[src/rtl/param_sync_fifo.sv]
// Single-clock FIFO with generic width and depth. The read port is either registered
// or first-word-fall-through. It reports occupancy, threshold flags and sticky errors.
module param_sync_fifo #(
    parameter int DATA_W    = 16,
    parameter int DEPTH     = 8,
    parameter int FWFT      = 0,
    parameter int AFULL_TH  = DEPTH - 2,
    parameter int AEMPTY_TH = 2
) (
    input  logic                     wclk,
    input  logic                     wrst,
    input  logic                     wpush,
    input  logic [DATA_W-1:0]        wdata,
    output logic                     wfull,
    input  logic                     rpop,
    output logic [DATA_W-1:0]        rdata,
    output logic                     rempty,
    output logic [$clog2(DEPTH):0]   level,
    output logic                     almost_full,
    output logic                     almost_empty,
    output logic                     overflow,
    output logic                     underflow,
    input  logic                     err_clr
);
    localparam int ADDR_W = $clog2(DEPTH);
    localparam int LVL_W  = ADDR_W + 1;

    logic [DATA_W-1:0] mem_q [DEPTH];
    logic [LVL_W-1:0]  wptr_q, wptr_d;
    logic [LVL_W-1:0]  rptr_q, rptr_d;
    logic [LVL_W-1:0]  level_q, level_d;
    logic              overflow_q, overflow_d;
    logic              underflow_q, underflow_d;
    logic              push_acc, pop_acc;

    // All status flags decode the level register directly, so they share its timing.
    assign wfull        = (level_q == LVL_W'(DEPTH));
    assign rempty       = (level_q == '0);
    assign almost_full  = (level_q >= LVL_W'(AFULL_TH));
    assign almost_empty = (level_q <= LVL_W'(AEMPTY_TH));
    assign level        = level_q;
    assign overflow     = overflow_q;
    assign underflow    = underflow_q;

    always_comb begin
        pop_acc  = rpop && !rempty;
        // A pop in the same cycle frees a slot, so a full FIFO can still take a push.
        push_acc = wpush && (!wfull || pop_acc);

        wptr_d = wptr_q;
        if (push_acc) begin
            wptr_d = wptr_q + LVL_W'(1);
        end
        rptr_d = rptr_q;
        if (pop_acc) begin
            rptr_d = rptr_q + LVL_W'(1);
        end

        level_d = level_q;
        case ({push_acc, pop_acc})
            2'b10:   level_d = level_q + LVL_W'(1);
            2'b01:   level_d = level_q - LVL_W'(1);
            default: level_d = level_q;
        endcase

        // A new error event takes priority over a clear in the same cycle.
        overflow_d  = (overflow_q && !err_clr) || (wpush && !push_acc);
        underflow_d = (underflow_q && !err_clr) || (rpop && !pop_acc);
    end

    always_ff @(posedge wclk) begin
        if (wrst) begin
            wptr_q      <= '0;
            rptr_q      <= '0;
            level_q     <= '0;
            overflow_q  <= 1'b0;
            underflow_q <= 1'b0;
        end else begin
            wptr_q      <= wptr_d;
            rptr_q      <= rptr_d;
            level_q     <= level_d;
            overflow_q  <= overflow_d;
            underflow_q <= underflow_d;
        end
    end

    // The storage array has no reset so that it can map onto block RAM.
    always_ff @(posedge wclk) begin
        if (!wrst && push_acc) begin
            mem_q[wptr_q[ADDR_W-1:0]] <= wdata;
        end
    end

    generate
        if (FWFT != 0) begin : g_fwft
            assign rdata = mem_q[rptr_q[ADDR_W-1:0]];
        end else begin : g_reg
            logic [DATA_W-1:0] rdata_q;
            always_ff @(posedge wclk) begin
                if (wrst) begin
                    rdata_q <= '0;
                end else if (pop_acc) begin
                    rdata_q <= mem_q[rptr_q[ADDR_W-1:0]];
                end
            end
            assign rdata = rdata_q;
        end
    endgenerate

endmodule

[config.mk]
export PLATFORM = sky130hd
export DESIGN_NAME = param_sync_fifo
export DESIGN_NICKNAME = d
export VERILOG_FILES = /design/src/rtl/param_sync_fifo.sv
export SDC_FILE = /design/constraint.sdc
export NUM_CORES = 1
export LEC_CHECK = 0
export BUFFER_PORTS_ARGS = -buffer_cell sky130_fd_sc_hd__clkbuf_2
export CORE_UTILIZATION = 53
export CTS_CLUSTER_DIAMETER = 120
export DETAILED_ROUTE_END_ITERATION = 16
export PLACE_DENSITY = 0.77
export SLEW_MARGIN = 20
export SYNTH_ARGS = -nofsm -noshare
export SYNTH_HDL_FRONTEND = slang
export SYNTH_SLANG_ARGS = --single-unit
[constraint.sdc]
create_clock -name wclk -period 3.1 [get_ports wclk]
set_input_delay 0.155 -clock wclk [delete_from_list [all_inputs] [get_ports wclk]]
set_output_delay 0.155 -clock wclk [all_outputs]
set_load 0.02 [all_outputs]
==> reports/results.ini, run 1 <==
[floorplanning]
die_area_mm2=0.0120
floorplan.die.width_um=110
dieHeight_um=110
floorplan.io_pins=47
placement_rows=38
core_area_mm2=0.0111
floorplan.initialDensity=0.555

[clock_tree]
cts.root.buffer_cell=clkbuf_16
cts_made_buffers=17
cts.sink_count=156
tritoncts_clock_tree=built
post_cts.resized_instances=0
post_cts.repair.setup_buffers=0
cts.htree.levels=4
clock_pin_slew_of_the_registers_on_the_worst_case_setup_and_hold_paths_ns=0.06
max-clock-path-buffers=2
hold_buf_cts=0
clk_latency_ns=0.42

[logic_synthesis]
synth-warning-count=0
synth.net_count=361
synth_edf_count=128
synth_top_cells_by_area=edfxtp_1 62%, mux4_2 12%, dfxtp_1 9.1%, mux2i_1 2.9%, a211oi_1 2.2%
synthesis.area_per_instance_um2=18.4
yosysTopAreaCell=edfxtp_1
yosysSeqAreaShare=0.716
ys_ff_latch=156
async_reset_ff_frac=0
syn_inst=335
synth_compound_area_frac=0.0462
synth-adder-area-share=0.0114
synth_ff_type=edfxtp_1
synthXorXnorAreaFrac=0.00854
netlist_area_mm2=0.00615
yosys-top-cells-count=128 x edfxtp_1, 32 x mux4_2, 29 x nor2_1
synth-simple-area-share=0.0423
synth_top_family_by_area=multiplexers
yosysMostFrequentCell=edfxtp_1
synth.area.mux_share=0.146
synthDominantCellAreaShare=0.625
post_synth_num_cell_types=39

[setup_path]
critical_path_depth=5
startpoint_type=register
r2r-end=mem_q[6][14]
reg2reg_from=level[1]
slowest_delay_ns=0.65
critical_path_class=register to register
crit_path_cell_trace=or4b_4, o21ai_4, or2_2, nor2_1, buf_4
setup.worst_path.end=mem_q[6][14]
timing.critical_path.from=level[1]
reg2regPathDepth=5
endpoint_kind=register
crit_path_max_fanout=12
critPathTopFamily=simple AND/OR/NAND/NOR gates
reg2reg_setup_slack_ns=0.61
timing.critical_path.buf_inv=1
worstPathArrival_ns=2.60
required_ns=3.21
cpMaxStageDelayCell=nor2_1

[power_and_ir_drop]
internal_power_w=0.00423
seq_power_share=0.437
p_leak_nw=2.38
clkPwrFrac=0.321
power.ir.vdd_worst_mv=0.667
netSwitchingPower_w=0.00173
switching_portion_of_total_power=0.290
share_comb_of_total_power=0.243
cellPowerDensity_mw_per_mm2=838

[routing]
antenna_left=0
via_count=3134
dr.first_iter.drc_count=214
drt-pass1-iter-count=4
detail_route.wl_per_cell_um=20.6
wl_um=11200
viasPerCell=5.77
remaining_routing_drc_violations=0

[layout]
post-route-cell-area_mm2=0.00712
num_antenna_cells=0
nFillCells=773
area_delta_synth_final_pct=15.7
final_nets=416
final_layout_size_suffix_gt1_frac=0.330

[sta]
period_needed_ns=2.49
post-route-worst-setup-slack_ns=0.610
rsz0062_at_grt=no
timing.fmax_mhz=402
finClkSkew_ns=0.0117
finalSetupViolations=0
fin_tns_setup_ns=0
final-hold-violation-count=0
min_period_over_period=0.803
timing.slew.headroom=0.447
maxSlewViolCount=0
timing_worst_slew_pin_value_ns=0.826

[flow_run]
max-cap-violations=0

[hold_path]
min-delay-path-class=input pin to register
worstHoldPathCells=1

[place]
portBuffers=46
placement.setup.worst_slack_ns=0.602
hpwl_um=6680
placed_cell_area_mm2=0.00656
place_congestion=0.816

[grt]
grt_use_total=0.212
grt_max_degree=36
antenna_violations_before_repair=0
aggregate_global_routing_overflow=0
global_route_wire_length_before_repair_um=17600
first_global_vias=3233

[run_status]
outcome=finished, final reports clean

==> cells in the final DEF (no fill, tap or decap), types with 2 or more instances in the layout <==
| cell | n |
|---|---|
| a21oi_1 | 5 |
| xor2_1 | 2 |
| a211oi_1 | 18 |
| nor3_2 | 4 |
| nand3b_1 | 2 |
| nand2b_1 | 5 |
| inv_1 | 5 |
| clkbuf_16 | 19 |
| xnor2_1 | 4 |
| clkbuf_1 | 4 |
| nand3_1 | 2 |
| dfxtp_1 | 27 |
| mux2i_1 | 18 |
| ha_1 | 4 |
| clkinvlp_4 | 2 |
| clkinv_4 | 2 |
| edfxtp_1 | 128 |
| nor2_1 | 29 |
| buf_4 | 13 |
| clkinv_2 | 3 |
| clkbuf_2 | 46 |
| mux4_2 | 32 |
| nand2_1 | 4 |
==> worst register-to-register path: cells and delay by family, from the launching register on <==
kind            cells  cell delay, ns
flops               1            0.54
compound gates      1            0.07
simple gates        3            1.27
buf+inv             1            0.32
==> power by group through the flow <==
stage	Combinational, W	Sequential (W)	Clock (W)
after detailed placement	0.00145	0.00265	0
after floorplan	0.00113	0.00268	0
after CTS	0.00147	0.00261	0.00194
final	0.00145	0.00260	0.00191
after global routing	0.00158	0.00264	0.00203
after global placement	0.00143	0.00264	0
==> logic make-up after synthesis <==
family                     Yosys count
muxes                               50
AOI/OAI and AO/OA                   35
adders and majority gates            5
and+or+nand+nor                     54
DFF                                156
xor gates and xnor gates             6
buffers and inverters               29
==> per-layer routing <==
metal / part of all wire / global-route usage / wire, um / vias up
met5: 0 / 0 / 0 / -
met4: 0.0079 / 0.0743 / 89 / 0
met3: 0.045 / 0.0581 / 507 / 9
met2: 0.50 / 0.338 / 5630 / 85
met1: 0.44 / 0.282 / 4980 / 1596
li1: - / - / - / 1444
==> how the worst min path moves through the flow <==
stage / from / endpoint
floorplan: wdata[0] / mem_q[0][0]
global placement: wdata[8] / mem_q[2][8]
detailed placement: wdata[10] / mem_q[4][10]
CTS: wdata[12] / mem_q[1][12]
global route: wdata[15] / mem_q[4][15]
finish: wdata[12] / mem_q[2][12]
==> cell type report <==
| cell class | instances | area (um2) | area share |
|---|---|---|---|
| Clock buffer | 24 | 504 | 0.0709 |
| Clock inverter | 8 | 56.3 | 0.00791 |
| Inverter | 5 | 18.8 | 0.00264 |
| Multi-Input combinational cell | 150 | 1610 | 0.226 |
| Sequential cell | 156 | 4410 | 0.619 |
| Tap cell | 140 | 175 | 0.0246 |
| Timing Repair Buffer | 60 | 348 | 0.0489 |
==> sequential cells by signal, indices dropped and copies added (netlist names) <==
| signal | cells |
|---|---|
| level | 4 |
| mem_q | 128 |
| overflow | 1 |
| rdata | 16 |
| rptr_q | 3 |
| underflow | 1 |
| wptr_q | 3 |
==> metrics by stage <==
stage	total power (W)	util	hold slack (ns)	instances
after floorplan	0.00380	-	0.254	335
after global placement	0.00407	0.592	0.431	511
after detailed placement	0.00410	0.592	0.440	511
after CTS	0.00602	0.642	0.00838	543
after global routing	0.00625	0.642	0.0275	543
final	0.00596	0.642	0.00943	543
Power figures use the tool's default switching activity.
==> run 2: changes to the inputs <==
--- a/config.mk
+++ b/config.mk
@@ -6,10 +6,10 @@
 export NUM_CORES = 1
 export LEC_CHECK = 0
 export BUFFER_PORTS_ARGS = -buffer_cell sky130_fd_sc_hd__clkbuf_2
-export CORE_UTILIZATION = 53
+export CORE_UTILIZATION = 59
 export CTS_CLUSTER_DIAMETER = 120
 export DETAILED_ROUTE_END_ITERATION = 16
-export PLACE_DENSITY = 0.77
+export PLACE_DENSITY = 0.81
 export SLEW_MARGIN = 20
 export SYNTH_ARGS = -nofsm -noshare
 export SYNTH_HDL_FRONTEND = slang
==> constraint.sdc (replaced) <==
create_clock -name wclk -period 2.6 [get_ports wclk]
set_input_delay 0.13 -clock wclk [delete_from_list [all_inputs] [get_ports wclk]]
set_output_delay 0.13 -clock wclk [all_outputs]
set_load 0.02 [all_outputs]
==> run 2 against run 1 <==
Sequential power up 15%. Worst setup slack worse by 0.38 ns. Die area down 10%. Total power increased by 25%. Worst hold slack better by 0.065 ns. Combinational power up 34%. Count of clock-buffer cells in the layout decreased by 7. Utilization up 10 points. Clock skew fell by 0.0035 ns. Non-clock buffer count increased by 26. First-iteration DRC count grew 34%. Cell count increased by 3.5%. Critical path type unchanged.
==> reports/results.ini, run 2 (synthesis results as in run 1) <==
[floorplanning]
floorplan.initialDensity=0.618
floorplan.die.width_um=104
die_area_mm2=0.0108
core_area_mm2=0.00995
placement_rows=36
floorplan.io_pins=47
dieHeight_um=104

[sta]
maxSlewViolCount=0
finalSetupViolations=0
min_period_over_period=0.912
final-hold-violation-count=0
rsz0062_at_grt=no
timing.slew.headroom=0.325
finClkSkew_ns=0.00822
timing_worst_slew_pin_value_ns=1.01
period_needed_ns=2.37
timing.fmax_mhz=422

[routing]
remaining_routing_drc_violations=0
antenna_left=0
wl_um=12300
drt-pass1-iter-count=5
dr.first_iter.drc_count=287
detail_route.wl_per_cell_um=21.9
viasPerCell=6.00
via_count=3372

[power_and_ir_drop]
p_leak_nw=2.52
cellPowerDensity_mw_per_mm2=1010
power.ir.vdd_worst_mv=0.764
power.total_w=0.00745

[grt]
grt_use_total=0.249
aggregate_global_routing_overflow=0
global_route_wire_length_before_repair_um=19600
first_global_vias=3472
antenna_violations_before_repair=0
grt_max_degree=36

[clock_tree]
post_cts.resized_instances=0
clock_pin_slew_of_the_registers_on_the_worst_case_setup_and_hold_paths_ns=0.07
post_cts.repair.setup_buffers=0
cts.root.buffer_cell=clkbuf_8
hold_buf_cts=19
cts.sink_count=156
max-clock-path-buffers=2
cts.htree.levels=4
clk_latency_ns=0.52
tritoncts_clock_tree=built
cts_made_buffers=17

[layout]
regArea_mm2=0.00441
area_delta_synth_final_pct=20.4
post-route-cell-area_mm2=0.00741
multi_input_comb_area_mm2=0.00162
final_cell_mix=128 x edfxtp_1, 46 x clkbuf_2, 32 x mux4_2
final_layout_size_suffix_gt1_frac=0.333
finalCoreUtilization=0.744
final_nets=442
largest_reg_flops=128
commonest_non_fill_non_tap_cell_in_the_layout=edfxtp_1
num_antenna_cells=0
nFillCells=565

[setup_path]
crit_path_max_fanout=9
endpoint_kind=register
reg2reg_from=level[3]
r2r-end=mem_q[6][12]
reg2regPathDepth=5
cpMaxStageDelayCell=nor2_1
required_ns=2.82
slowest_delay_ns=0.78
critical_path_class=register to register
reg2reg_setup_slack_ns=0.23
worstPathArrival_ns=2.59
startpoint_type=register
crit_path_cell_trace=or4b_4, o21ai_4, or2_2, nor2_1, buf_4

[hold_path]
worst_hold_startpoint=rpop
worstHoldPathCells=3
hold-path-endpoint=underflow
min-delay-path-class=input pin to register

[place]
hpwl_um=7030
placed_cell_area_mm2=0.00661
place_congestion=0.815
portBuffers=46

[run_status]
outcome=finished, final reports clean

[flow_run]
max-cap-violations=0

-- run 2: cell count changes in the layout (fill, tap and decap cells not counted), sizes merged --
cell | previous run | this run
clkinvlp | 2 | 3
bufinv | 0 | 4
dlygate4sd3 | 0 | 19
clkbuf | 70 | 63
inv | 6 | 7
buf | 14 | 21
clkinv | 5 | 6
-- run 2: layout make-up --
cell class | count | share of cell area
sequential | 156 | 0.595
multi-input combinational | 150 | 0.218
timing repair buffer | 86 | 0.0797
clock buffer | 17 | 0.0559
clock inverter | 15 | 0.0265
tap | 133 | 0.0225
inverter | 5 | 0.00253
-- run 2: how the worst max path moves through the flow --
stage	slack [ns]	to	startpoint	cells past startpoint
2_1_floorplan	-0.14	mem_q[2][0]	level[1]	5
3_3_place_gp	0.38	mem_q[4][15]	level[3]	5
3_5_place_dp	0.32	mem_q[6][10]	level[3]	5
4_1_cts	0.22	mem_q[6][12]	level[3]	5
5_1_grt	0.14	mem_q[6][15]	level[3]	5
6_report	0.23	mem_q[6][12]	level[3]	5
-- run 2: per-stage QoR --
step / setup slack (ns) / setup TNS [ns] / std cells / hold WS, ns
after floorplan: -0.139 / -4.46 / 335 / 0.229
after global placement: 0.383 / 0 / 511 / 0.409
after detailed placement: 0.319 / 0 / 511 / 0.421
after CTS: 0.219 / 0 / 562 / 0.0520
after global routing: 0.140 / 0 / 562 / 0.109
final: 0.228 / 0 / 562 / 0.0748
-- run 2: critical path: cells and delay by family, from the launching register on --
kind            cells  cell delay [ns]
compound gates      1             0.07
simple gates        3             1.36
buf+inv             1             0.33
flops               1             0.31
-- run 2: per-layer routing --
layer / global-route usage / vias to the layer above / routed length (um)
met3: 0.0570 / 16 / 708
li1: - / 1495 / -
met5: 0 / - / 0
met1: 0.326 / 1704 / 5000
met4: 0.107 / 0 / 253
met2: 0.406 / 157 / 6340
-- run 2: report_power, final --
part           leakage (nW)  total (W)  internal, W  switching, W
combinational         0.841    0.00194     0.000855       0.00108
sequential             1.39    0.00299      0.00289     0.0000968
clock                 0.292    0.00253      0.00156      0.000969
total                  2.52    0.00745      0.00531       0.00215
==> run 3: changes to the inputs <==
--- a/config.mk
+++ b/config.mk
@@ -9,7 +9,7 @@
 export CORE_UTILIZATION = 59
 export CTS_CLUSTER_DIAMETER = 120
 export DETAILED_ROUTE_END_ITERATION = 16
-export PLACE_DENSITY = 0.81
+export PLACE_DENSITY = 0.84
 export SLEW_MARGIN = 20
 export SYNTH_ARGS = -nofsm -noshare
 export SYNTH_HDL_FRONTEND = slang
==> run 3 against run 2 <==
Routed wire length fell by 3.4%. Maximum frequency fell by 2.1%. Sequential power rose by 2%. First-iteration DRC count fell by 9.8%. Clock skew rose by 0.0024 ns. Register-to-register slack got worse by 0.05 ns. Global-route usage fell by 0.99 points. Largest cell class unchanged.
==> reports/results.ini, run 3 (synthesis results as in run 1) <==
[layout]
final_layout_size_suffix_gt1_frac=0.333
largest_reg_flops=128
num_antenna_cells=0
final_cell_mix=128 x edfxtp_1, 46 x clkbuf_2, 32 x mux4_2
finalCoreUtilization=0.744
stdcell_count=562
area_delta_synth_final_pct=20.3
commonest_non_fill_non_tap_cell_in_the_layout=edfxtp_1
final_nets=442

[routing]
wirelength_met1_um=4820
wl_um=11900
dr_wl_met3_um=797
detail_route.wl_per_cell_um=21.2
antenna_left=0
dr.first_iter.drc_count=259
dr_wl_met2_um=5820
via_count=3333
viasPerCell=5.93
drt-pass1-iter-count=4
remaining_routing_drc_violations=0
top_layer_used=met4

[sta]
finalSetupViolations=0
timing_worst_slew_pin_value_ns=0.912
timing.slew.headroom=0.389
finClkSkew_ns=0.0107
final-hold-violation-count=0
fin_tns_setup_ns=0
maxSlewViolCount=0
timing.fmax_mhz=413
rsz0062_at_grt=no
min_period_over_period=0.932
period_needed_ns=2.42

[grt]
global_route_wire_length_before_repair_um=18800
first_global_vias=3406
aggregate_global_routing_overflow=0
grt_use_total=0.240
grt_max_degree=36
antenna_violations_before_repair=0

[clock_tree]
cts.htree.levels=4
clk_latency_ns=0.52
cts.root.buffer_cell=clkbuf_8
cts.sink_count=156
tritoncts_clock_tree=built
cts_made_buffers=17
max-clock-path-buffers=2
clock_pin_slew_of_the_registers_on_the_worst_case_setup_and_hold_paths_ns=0.06
post_cts.resized_instances=0
post_cts.repair.setup_buffers=0

[place]
place_inst=512
place_congestion=0.767
portBuffers=46
hpwl_um=6860

[floorplanning]
placement_rows=36
floorplan.initialDensity=0.618
floorplan.io_pins=47
dieHeight_um=104
die_area_mm2=0.0108
core_area_mm2=0.00995
floorplan.die.width_um=104

[setup_path]
endpoint_kind=register
crit_path_max_fanout=8
critical_path_class=register to register
required_ns=3.04
worstPathArrival_ns=2.86
startpoint_type=register

[power_and_ir_drop]
power.total_w=0.00753
power.ir.vdd_worst_mv=0.688
cellPowerDensity_mw_per_mm2=1020
p_leak_nw=2.53

[flow_run]
max-cap-violations=0

[hold_path]
min-delay-path-class=input pin to register

[run_status]
outcome=finished, final reports clean

==> run 3: changes by cell type in the layout (fill, tap and decap cells not counted), moves of 2 or more <==
cell,delta
buf_4,+2
clkbuf_1,+2
clkinv_2,+2
inv_6,-2
==> run 3: final cells by class <==
| cell class | instances | area, um2 |
|---|---|---|
| fillers | 570 | 2550 |
| well taps | 133 | 166 |
| flip-flops and latches | 156 | 4410 |
| repair buffers | 86 | 576 |
| clock inverters | 13 | 199 |
| clock buffers | 19 | 422 |
| inverters | 5 | 18.8 |
| multi-input cells | 150 | 1620 |
==> run 3: power breakdown <==
part / internal (W) / total, W / switching (W) / leakage [nW]
combinational: 0.000865 / 0.00193 / 0.00106 / 0.841
clock: 0.00165 / 0.00256 / 0.000910 / 0.301
sequential: 0.00289 / 0.00305 / 0.000154 / 1.39
==> run 3: critical path, stage by stage, from the launching register on <==
cell and delay (ns):
dfxtp_1 0.31, buf_4 0.16, o41a_2 0.50, nand2b_1 0.14
inv_1 0.08, ha_1 0.31, a21oi_1 0.30, and2_1 0.19
o221ai_1 0.14, a31oi_1 0.20
==> run 3: stage by stage <==
step / setup WS [ns] / hold WS, ns / instance area (um2)
after global placement: 0.397 / 0.404 / 6600
after CTS: 0.177 / 0.0932 / 7400
after detailed placement: 0.200 / 0.420 / 6600
final: 0.177 / 0.128 / 7400
after global routing: 0.0196 / 0.129 / 7400
after floorplan: -0.139 / 0.229 / 6170
==> run 3: worst paths after layout <==
check / start / to / slack, ns / depth (start not counted)
max reg2reg: level[3] / level[3] / 0.18 / 9
min reg2reg: rdata[3] / rdata[3] / 0.50 / 2
max: level[3] / level[3] / 0.18 / 9
min: wpush / level[3] / 0.13 / 3
==> run 3: metal layers <==
layer,global-route usage,vias to the layer above
met5,0,-
met1,0.310,1657
met2,0.369,151
met3,0.0620,33
met4,0.145,0
li1,-,1492
==> run 3: repair_timing <==
| action | 4_1_cts | 5_1_grt |
|---|---|---|
| endpoints found under the setup margin | 0 | 0 |
| hold buffers | 18 | 0 |
| hold endpoints to repair | 131 | 0 |
